**config.mk**
```make
export PLATFORM = sky130hd
export DESIGN_NAME = cg_rv_decode_stage
export DESIGN_NICKNAME = d
export VERILOG_FILES = /design/src/rtl/cg_rv_decode_stage.sv
export SDC_FILE = /design/constraint.sdc
export NUM_CORES = 1
export LEC_CHECK = 0
export BUFFER_PORTS_ARGS = -buffer_cell sky130_fd_sc_hd__clkbuf_2
export CAP_MARGIN = 20
export CORE_MARGIN = 4
export CORE_UTILIZATION = 48
export DETAILED_ROUTE_END_ITERATION = 16
export PLACE_DENSITY = 0.86
export SETUP_SLACK_MARGIN = 0.2
export SLEW_MARGIN = 25
export SYNTH_ARGS = -nofsm -noshare
export SYNTH_HDL_FRONTEND = slang
export SYNTH_SLANG_ARGS = --single-unit
```
**constraint.sdc**
```tcl
create_clock -name i_clk -period 2.17 [get_ports i_clk]
set_input_delay 0.217 -clock i_clk [delete_from_list [all_inputs] [get_ports i_clk]]
set_output_delay 0.217 -clock i_clk [all_outputs]
set_load 0.01 [all_outputs]
```
**src/rtl/cg_rv_decode_stage.sv**
```systemverilog
`default_nettype none
// ============================================================================
// cg_rv_decode_stage : registered RV32/RV64 decode with RAW/WAW register scoreboard.
// Option macro CG_RV_DECODE_STALL_CNT_EN adds the saturating o_stall_cnt port.
// Revision: 1.0
// ============================================================================
module cg_rv_decode_stage #(
  parameter int XLEN       = 32,
  parameter int PERF_CNT_W = 32
) (
  input  logic            i_clk,
  input  logic            i_rst_n,
  input  logic            i_valid,
  output logic            o_ready,
  input  logic [31:0]     i_instr,
  input  logic [XLEN-1:0] i_pc,
  output logic            o_valid,
  input  logic            i_ready,
  output logic [XLEN-1:0] o_pc,
  output logic [6:0]      o_opcode,
  output logic [4:0]      o_rd,
  output logic [2:0]      o_funct3,
  output logic [4:0]      o_rs1,
  output logic [4:0]      o_rs2,
  output logic [6:0]      o_funct7,
  output logic [XLEN-1:0] o_imm,
  output logic            o_we_rd,
  output logic            o_illegal,
  input  logic            i_wb_valid,
  input  logic [4:0]      i_wb_rd,
  input  logic            i_flush
`ifdef CG_RV_DECODE_STALL_CNT_EN
  ,
  output logic [PERF_CNT_W-1:0] o_stall_cnt
`endif
);

  localparam logic [6:0] c_OPC_LOAD      = 7'b0000011;
  localparam logic [6:0] c_OPC_MISC_MEM  = 7'b0001111;
  localparam logic [6:0] c_OPC_OP_IMM    = 7'b0010011;
  localparam logic [6:0] c_OPC_AUIPC     = 7'b0010111;
  localparam logic [6:0] c_OPC_OP_IMM_32 = 7'b0011011;
  localparam logic [6:0] c_OPC_STORE     = 7'b0100011;
  localparam logic [6:0] c_OPC_OP        = 7'b0110011;
  localparam logic [6:0] c_OPC_LUI       = 7'b0110111;
  localparam logic [6:0] c_OPC_OP_32     = 7'b0111011;
  localparam logic [6:0] c_OPC_BRANCH    = 7'b1100011;
  localparam logic [6:0] c_OPC_JALR      = 7'b1100111;
  localparam logic [6:0] c_OPC_JAL       = 7'b1101111;
  localparam logic [6:0] c_OPC_SYSTEM    = 7'b1110011;
  localparam logic       c_IS_RV64       = (XLEN == 64);

  logic [31:0]     w_imm_i, w_imm_s, w_imm_b, w_imm_u, w_imm_j, w_imm32;
  logic [XLEN-1:0] w_imm;
  logic            w_use_rs1, w_use_rs2, w_writes, w_legal;
  logic            w_we_rd, w_hazard, w_ready, w_accept;
  logic [31:0]     w_set, w_clr;

  logic [31:0]     r_busy;
  logic            r_valid;
  logic [31:0]     r_instr;
  logic [XLEN-1:0] r_pc, r_imm;
  logic            r_we_rd, r_illegal;

  assign w_imm_i = {{20{i_instr[31]}}, i_instr[31:20]};
  assign w_imm_s = {{20{i_instr[31]}}, i_instr[31:25], i_instr[11:7]};
  assign w_imm_b = {{19{i_instr[31]}}, i_instr[31], i_instr[7], i_instr[30:25], i_instr[11:8], 1'b0};
  assign w_imm_u = {i_instr[31:12], 12'b0};
  assign w_imm_j = {{11{i_instr[31]}}, i_instr[31], i_instr[19:12], i_instr[20], i_instr[30:21], 1'b0};

  // All formats are already sign-extended to 32 bits; widen further for RV64.
  generate
    if (XLEN > 32) begin : g_imm_wide
      assign w_imm = {{(XLEN-32){w_imm32[31]}}, w_imm32};
    end else begin : g_imm_narrow
      assign w_imm = w_imm32[XLEN-1:0];
    end
  endgenerate

  always_comb begin
    w_use_rs1 = 1'b0;
    w_use_rs2 = 1'b0;
    w_writes  = 1'b0;
    w_legal   = 1'b0;
    w_imm32   = 32'd0;
    case (i_instr[6:0])
      c_OPC_LOAD:      begin w_legal = 1'b1; w_use_rs1 = 1'b1; w_writes = 1'b1; w_imm32 = w_imm_i; end
      c_OPC_OP_IMM:    begin w_legal = 1'b1; w_use_rs1 = 1'b1; w_writes = 1'b1; w_imm32 = w_imm_i; end
      c_OPC_JALR:      begin w_legal = 1'b1; w_use_rs1 = 1'b1; w_writes = 1'b1; w_imm32 = w_imm_i; end
      c_OPC_OP_IMM_32: begin w_legal = c_IS_RV64; w_use_rs1 = 1'b1; w_writes = 1'b1; w_imm32 = w_imm_i; end
      c_OPC_STORE:     begin w_legal = 1'b1; w_use_rs1 = 1'b1; w_use_rs2 = 1'b1; w_imm32 = w_imm_s; end
      c_OPC_BRANCH:    begin w_legal = 1'b1; w_use_rs1 = 1'b1; w_use_rs2 = 1'b1; w_imm32 = w_imm_b; end
      c_OPC_OP:        begin w_legal = 1'b1; w_use_rs1 = 1'b1; w_use_rs2 = 1'b1; w_writes = 1'b1; end
      c_OPC_OP_32:     begin w_legal = c_IS_RV64; w_use_rs1 = 1'b1; w_use_rs2 = 1'b1; w_writes = 1'b1; end
      c_OPC_LUI:       begin w_legal = 1'b1; w_writes = 1'b1; w_imm32 = w_imm_u; end
      c_OPC_AUIPC:     begin w_legal = 1'b1; w_writes = 1'b1; w_imm32 = w_imm_u; end
      c_OPC_JAL:       begin w_legal = 1'b1; w_writes = 1'b1; w_imm32 = w_imm_j; end
      c_OPC_MISC_MEM:  w_legal = 1'b1;
      c_OPC_SYSTEM:    w_legal = 1'b1;
      default:         w_legal = 1'b0;
    endcase
  end

  assign w_we_rd  = w_legal && w_writes && (i_instr[11:7] != 5'd0);
  // Busy state is registered only, so a writeback releases the stall one cycle later.
  assign w_hazard = (w_use_rs1 && (i_instr[19:15] != 5'd0) && r_busy[i_instr[19:15]]) ||
                    (w_use_rs2 && (i_instr[24:20] != 5'd0) && r_busy[i_instr[24:20]]) ||
                    (w_we_rd && r_busy[i_instr[11:7]]);
  assign w_ready  = (!r_valid || i_ready) && !w_hazard && !i_flush;
  assign w_accept = i_valid && w_ready;

  assign w_set = (w_accept && w_we_rd) ? (32'd1 << i_instr[11:7]) : 32'd0;
  assign w_clr = (i_wb_valid && (i_wb_rd != 5'd0)) ? (32'd1 << i_wb_rd) : 32'd0;

  always_ff @(posedge i_clk or negedge i_rst_n) begin
    if (!i_rst_n) begin
      r_busy <= 32'd0;
    end else if (i_flush) begin
      r_busy <= 32'd0;
    end else begin
      r_busy <= ((r_busy & ~w_clr) | w_set) & ~32'd1;
    end
  end

  always_ff @(posedge i_clk or negedge i_rst_n) begin
    if (!i_rst_n) begin
      r_valid   <= 1'b0;
      r_instr   <= 32'd0;
      r_pc      <= '0;
      r_imm     <= '0;
      r_we_rd   <= 1'b0;
      r_illegal <= 1'b0;
    end else if (i_flush) begin
      r_valid <= 1'b0;
    end else if (w_accept) begin
      r_valid   <= 1'b1;
      r_instr   <= i_instr;
      r_pc      <= i_pc;
      r_imm     <= w_imm;
      r_we_rd   <= w_we_rd;
      r_illegal <= !w_legal;
    end else if (i_ready) begin
      r_valid <= 1'b0;
    end
  end

  assign o_ready   = w_ready;
  assign o_valid   = r_valid;
  assign o_pc      = r_pc;
  assign o_opcode  = r_instr[6:0];
  assign o_rd      = r_instr[11:7];
  assign o_funct3  = r_instr[14:12];
  assign o_rs1     = r_instr[19:15];
  assign o_rs2     = r_instr[24:20];
  assign o_funct7  = r_instr[31:25];
  assign o_imm     = r_imm;
  assign o_we_rd   = r_we_rd;
  assign o_illegal = r_illegal;

`ifdef CG_RV_DECODE_STALL_CNT_EN
  logic [PERF_CNT_W-1:0] r_stall_cnt;

  always_ff @(posedge i_clk or negedge i_rst_n) begin
    if (!i_rst_n) begin
      r_stall_cnt <= '0;
    end else if (i_valid && w_hazard && !i_flush && !(&r_stall_cnt)) begin
      r_stall_cnt <= r_stall_cnt + PERF_CNT_W'(1);
    end
  end

  assign o_stall_cnt = r_stall_cnt;
`else
  logic w_unused_perf_cnt_w;
  assign w_unused_perf_cnt_w = (PERF_CNT_W > 0);
`endif

endmodule
`default_nettype wire
```
After elaboration in Yosys (flattened, before gate mapping)
Cells that the tools add are included.
{"block": "totals", "word_cells": 77, "in_bits": 75, "regBits": 131, "out_inout_bits": 100}
{"block": "classes", "eq_ne": 13, "n_shift": 2, "muxes": 17, "bitwise_logic": 4, "n_reduce_logical": 31, "order_cmp": 3}
{"cell": "case mux 32 bit (5 select lines)", "count": 1}
{"cell": "two-way mux 32 bit", "count": 3}
{"cell": "<< shifter 1 x 5 -> 32 bit (first input constant)", "count": 2}
{"cell": "AND 32 bit", "count": 1}
{"cell": "NOT 32 bit", "count": 1}
{"cell": "bitwise OR 32 bit", "count": 1}
{"cell": "== test 7 x 6 -> 1 bit (second input constant)", "count": 4}
{"cell": "== test 7 bit (second input constant)", "count": 4}
{"cell": "== test 7 x 5 -> 1 bit (second input constant)", "count": 3}
{"cell": "nonzero test 5 bit", "count": 4}
{"cell": "< comparator 5 x 6 -> 1 bit (second input constant)", "count": 3}
{"cell": "binary-select mux 1 bit (select 5 bit)", "count": 3}
{"cell": "logical AND 1 bit", "count": 12}
{"cell": "OR reduction 11 bit", "count": 1}
{"cell": "two-way mux 1 bit", "count": 10}
{"cell": "OR reduction 9 bit", "count": 1}
{"cell": "OR reduction 4 bit", "count": 2}
{"cell": "OR reduction 8 bit", "count": 1}
{"cell": "== test 7 x 2 -> 1 bit (second input constant)", "count": 1}
{"cell": "== test 7 x 4 -> 1 bit (second input constant)", "count": 1}
{"cell": "logical NOT 1 bit", "count": 4}
{"cell": "logical OR 1 bit", "count": 3}
{"cell": "nonzero test 3 bit", "count": 1}
{"cell": "AND reduction 2 bit", "count": 1}
{"cell": "2 further kinds", "count": 2}

Longest topological paths before layout
{"block": "depth", "ltp_word": 15, "ltp_mapped": 11, "mapped_depth_nobuf": 7}

Worst setup path after synthesis
No wires, ideal clock.
{"block": "synth_path", "path_kind": "in2reg", "start": "input port i_instr[15]", "end": "register r_instr[26]", "stages": 9, "t_required_ns": 2.045, "t_arrival_ns": 2.276, "setup_time_ns": 0.125, "slack_ns": -0.231, "path_cell_list": "buf_4 buf_6 mux2i_1 a221oi_1 a221oi_1 or4_4 o211ai_4 buf_4 mux2_4"}
{"block": "synth_via", "elab_chain_cells": 10, "elab_cells_between_ends": 12, "classes_between": "mux: 2; reduce/logical: 10"}
{"item": "from (decl)", "line": "15", "rtl": "input logic [31:0] i_instr,"}
{"item": "binary-select mux 1 bit (select 5 bit) or nonzero test 5 bit (tied branches)", "line": "106", "rtl": "assign w_hazard = (w_use_rs1 && (i_instr[19:15] != 5'd0) && r_busy[i_instr[19:15]]) ||"}
{"item": "two-way mux 1 bit (implied by the code) or logical AND 1 bit (tied branches)", "line": "106"}
{"item": "logical AND 1 bit (*)", "line": "106"}
{"item": "logical OR 1 bit (*)", "line": "106"}
{"item": "logical OR 1 bit (*)", "line": "107", "rtl": "(w_use_rs2 && (i_instr[24:20] != 5'd0) && r_busy[i_instr[24:20]]) ||"}
{"item": "logical NOT 1 bit (*)", "line": "109", "rtl": "assign w_ready = (!r_valid || i_ready) && !w_hazard && !i_flush;"}
{"item": "logical AND 1 bit (*) (2 in a row)", "line": "109"}
{"item": "logical AND 1 bit (*)", "line": "110", "rtl": "assign w_accept = i_valid && w_ready;"}
{"item": "AND reduction 2 bit (no source line) (*)"}
{"item": "to (signal assigned)", "line": "137", "rtl": "r_instr <= i_instr;"}
{"item": "to (decl)", "line": "61", "rtl": "logic [31:0] r_instr;"}
Mark *: on every way between the ends. The rest lies on a longest branch, timed or not. The select of a mux whose other input is x is not followed.
A chain may end at the register's enable or synchronous reset.

Worst setup path in the final report
{"block": "layout_path", "start": "register r_busy[23]", "end": "output port o_ready"}
{"block": "layout_via", "elab_chain_cells": 8, "elab_cells_between_ends": 14, "classes_between": "mux: 6; reduce/logical: 8"}
{"item": "from (decl)", "line": "59", "rtl": "logic [31:0] r_busy;"}
{"item": "from (signal assigned)", "line": "121", "rtl": "r_busy <= ((r_busy & ~w_clr) | w_set) & ~32'd1;"}
{"item": "binary-select mux 1 bit (select 5 bit) (on tied branches)", "line": "106, 107"}
{"item": "two-way mux 1 bit (on tied branches)", "line": "106, 107"}
{"item": "logical AND 1 bit (on tied branches)", "line": "106, 107"}
{"item": "logical OR 1 bit", "line": "106"}
{"item": "logical OR 1 bit (*)", "line": "107"}
{"item": "logical NOT 1 bit (*)", "line": "109"}
{"item": "logical AND 1 bit (*) (2 in a row)", "line": "109"}
{"item": "to (decl)", "line": "14", "rtl": "output logic o_ready,"}
Marks and branches as above.

==> run_results.csv <==
group,metric,value,unit
route,drtIter0Drc,1174,
clocking,cts_made_buffers,17,
synth,synth.largest_area_cell,"dfrtp_1",
final_layout,layout-drive-gt1-share,0.6223,
placed_design,gp_congestion,0.9433,
synth,synthArstFlopShare,1.000,
worst_setup_path,worstPathMaxFanout,4,
synth,yosysSeqAreaShare,0.4876,
route,wl_per_cell,32.71,microns
worst_setup_path,critPathLaunch,"r_busy[23]",
floorplan,die_area,0.01585,sq mm
synth,synth_compound_area_frac,0.1264,
power_and_ir_drop,power.total,7.839,mW
timing,finalSetupViolations,131,
timing,max_freq,0.3305,GHz
floorplan,die-height,125.9,microns
outcome,status,"complete, but fails checks",
synth,synth_fa_ha_area_frac,0,
synth,ys_top_cells_by_area,"dfrtp_1 (49%), mux2_1 (9.6%), mux4_2 (6.4%)",
synth,syn_nets,663,
final_layout,final_common_cell,"clkbuf_2",
timing,rsz0062_at_grt,"true",
worst_setup_path,crit_required,1.95,ns
synth,synth_top_area_share,0.4876,
min_path,holdCritPathClass,"primary input to register",
synth,synthSimpleGateAreaFrac,0.1448,
flow_run,cap_violations,0,
floorplan,core_area,0.01340,sq mm
grt,grt_pass1_wl,43740,microns
placed_design,port_buffers,174,
clocking,insertion_delay,0.44,ns
worst_setup_path,arrival,2.81,ns
worst_setup_path,r2r_slack,-0.74,ns
placed_design,place_hpwl,14610,microns
power_and_ir_drop,peakVddDrop,0.4355,mV
worst_setup_path,rr_endpoint,"r_instr[26]",
grt,grt_usage,0.3574,
grt,antenna_found_initial,2,
grt,grt.overflow.total,0,
synth,ys_ff_latch,130,
final_layout,fillCellCount,553,
floorplan,ios,175,
grt,grt_max_degree,131,
power_and_ir_drop,p_leak,5.188,nW
synth,synth_top_family_by_area,"multiplexers",
final_layout,ff_latch_area,0.003254,sq mm
floorplan,dieWidth,125.9,microns
power_and_ir_drop,power_density,716.9,mW/mm^2
synth,synth.mux.area_fraction,0.1949,
synth,synth-main-ff-cell,"dfrtp_1",
route,ant_nets,0,
synth,synth_cells,588,
clocking,cts.clk_slew.worst_paths,0.07,ns
synth,synthDistinctLibCells,55,
synth,synth-xor-area-share,0,
grt,grt_pass1_vias,7183,
route,drc,0,
floorplan,rows,42,
timing,final.setup.worst_slack,-0.8559,ns
route,drt-vias-per-instance,7.127,
final_layout,layout_common_cells,"clkbuf_2 (172), dfrtp_1 (129), buf_4 (86)",
final_layout,multiInputGateArea,0.004205,sq mm
worst_setup_path,cp-endpoint,"o_ready",
synth,syn_area_per_cell,11.35,sq um
clocking,htree_levels,4,
worst_setup_path,end_kind,"primary output",
synth,ys_warn_count,0,
timing,tns,-83.25,ns
worst_setup_path,worst_setup_path_start_kind,"register",
clocking,cts_tree,"yes",
timing,slew_headroom,0.3284,
outcome,violations,"negative setup slack",
route,drtPass1Iterations,8,
floorplan,start_util,0.4979,
final_layout,fin_nets,949,
route,drt-total-wl,34770,microns
route,vias,7576,
placed_design,pre_cts_ws,-0.4320,ns
timing,fin_crit,3.026,ns
final_layout,diodes,0,
timing,hold_viol_final,0,
clocking,root_buffer,"clkbuf_16",
timing,fin_skew,0.01534,ns
clocking,clk_path_buf_depth,2,
worst_setup_path,rr_startpoint,"r_busy[31]",
synth,synth-edff-count,0,
timing,period_share,1.394,
worst_setup_path,rr_worst_depth,10,
synth,syn_area,0.006671,sq mm
timing,maxSlewViolCount,0,
final_layout,syn_to_final_growth,63.90,%
clocking,cts_sinks,130,
worst_setup_path,crit_type,"register to primary output",
timing,worst_pin_slew,1.007,ns
layer usage:
layer	routed length, microns	vias up	part of all wire	global-route usage
met1	11500	3608	0.33	0.4319
met4	3165	4	0.091	0.2044
met2	15370	895	0.44	0.5665
li1	-	2750	-	-
met5	27	-	0.00078	0
met3	4709	319	0.14	0.1126
timing repair:
action	CTS	global route
hold endpoints to repair	130	0
pin swaps	24	33
resized for setup	144	128
endpoints found under the setup margin	131	131
gates cloned	18	6
hold buffers	1	0
buffers inserted	21	9
layout make-up:
cell class,count,share of cell area
clock buffer,18,0.04016
clock inverter,14,0.01545
inverter,3,0.001030
multi-input combinational,407,0.3846
sequential,130,0.2976
tap,176,0.02014
timing repair buffer,315,0.2410
critical path: stages, from the launching register on:
cell and delay (ns):
dfrtp_1 0.45, mux4_2 0.50, nand2b_1 0.19, a221oi_2 0.30
or4_4 0.18, buf_6 0.10, nand4b_1 0.12, nor2_2 0.33
buf_2 0.21
power breakdown:
part           leakage, nW  total [mW]  switching [mW]  internal, mW
combinational         3.23        1.84           0.961         0.882
clock                0.290        3.08            1.32          1.76
sequential            1.67        2.91           0.237          2.68
total                 5.19        7.84            2.51          5.32
cells in the mapped netlist, types with 3 or more instances:
cell type and instances:
dfrtp_1 130, nand2_1 71, mux2_1 57, o21ai_0 45, o31ai_1 30, nand3b_1 25, a21oi_1 23, nor2b_1 22
clkbuf_1 21, mux4_2 19, buf_6 11, mux2i_1 11, nand3_1 9, nor2_1 9, o21ai_1 8, buf_2 7
nand2b_1 7, buf_4 6, nor3_1 6, a22oi_1 5, mux2_4 5, nor3b_1 5, or2_2 5, buf_1 4
a221oi_1 3, and2_1 3, and3_1 3, inv_1 3, nor4b_1 3
cells by family (layout without fill, tap and decap cells):
kind of cell           count (synthesis)  in the layout
muxes                                 95             95
buffers and inverters                 52            350
DFF                                  130            130
and+or+nand+nor                      179            179
AOI/OAI and AO/OA                    132            133
flip-flops by register name, summed over array words and instances, names as in the netlist:
name       cells
o_we_rd        1
o_illegal      1
r_instr       32
o_imm         32
o_pc          32
o_valid        1
r_busy        31
worst min path at each step:
stage	startpoint	end	slack (ns)	cells past startpoint
after CTS	i_pc[30]	o_pc[30]	0.01	2
final	i_pc[15]	o_pc[15]	0.02	2
after detailed placement	i_rst_n	o_pc[28]	0.38	2
after floorplan	i_rst_n	o_illegal	-0.08	0
after global routing	i_pc[1]	o_pc[1]	0.02	2
after global placement	i_rst_n	o_pc[8]	0.39	2
per-stage QoR:
stage / instances / utilization / area, sq um / hold slack [ns]
2_1_floorplan: 588 / - / 6784 / -0.07859
4_1_cts: 1048 / 0.7492 / 10040 / 0.01494
5_1_grt: 1063 / 0.8160 / 10930 / 0.02428
3_3_place_gp: 976 / 0.6182 / 8284 / 0.3861
3_5_place_dp: 976 / 0.6182 / 8284 / 0.3846
6_report: 1063 / 0.8160 / 10930 / 0.01956
Power figures use the tool's default switching activity.
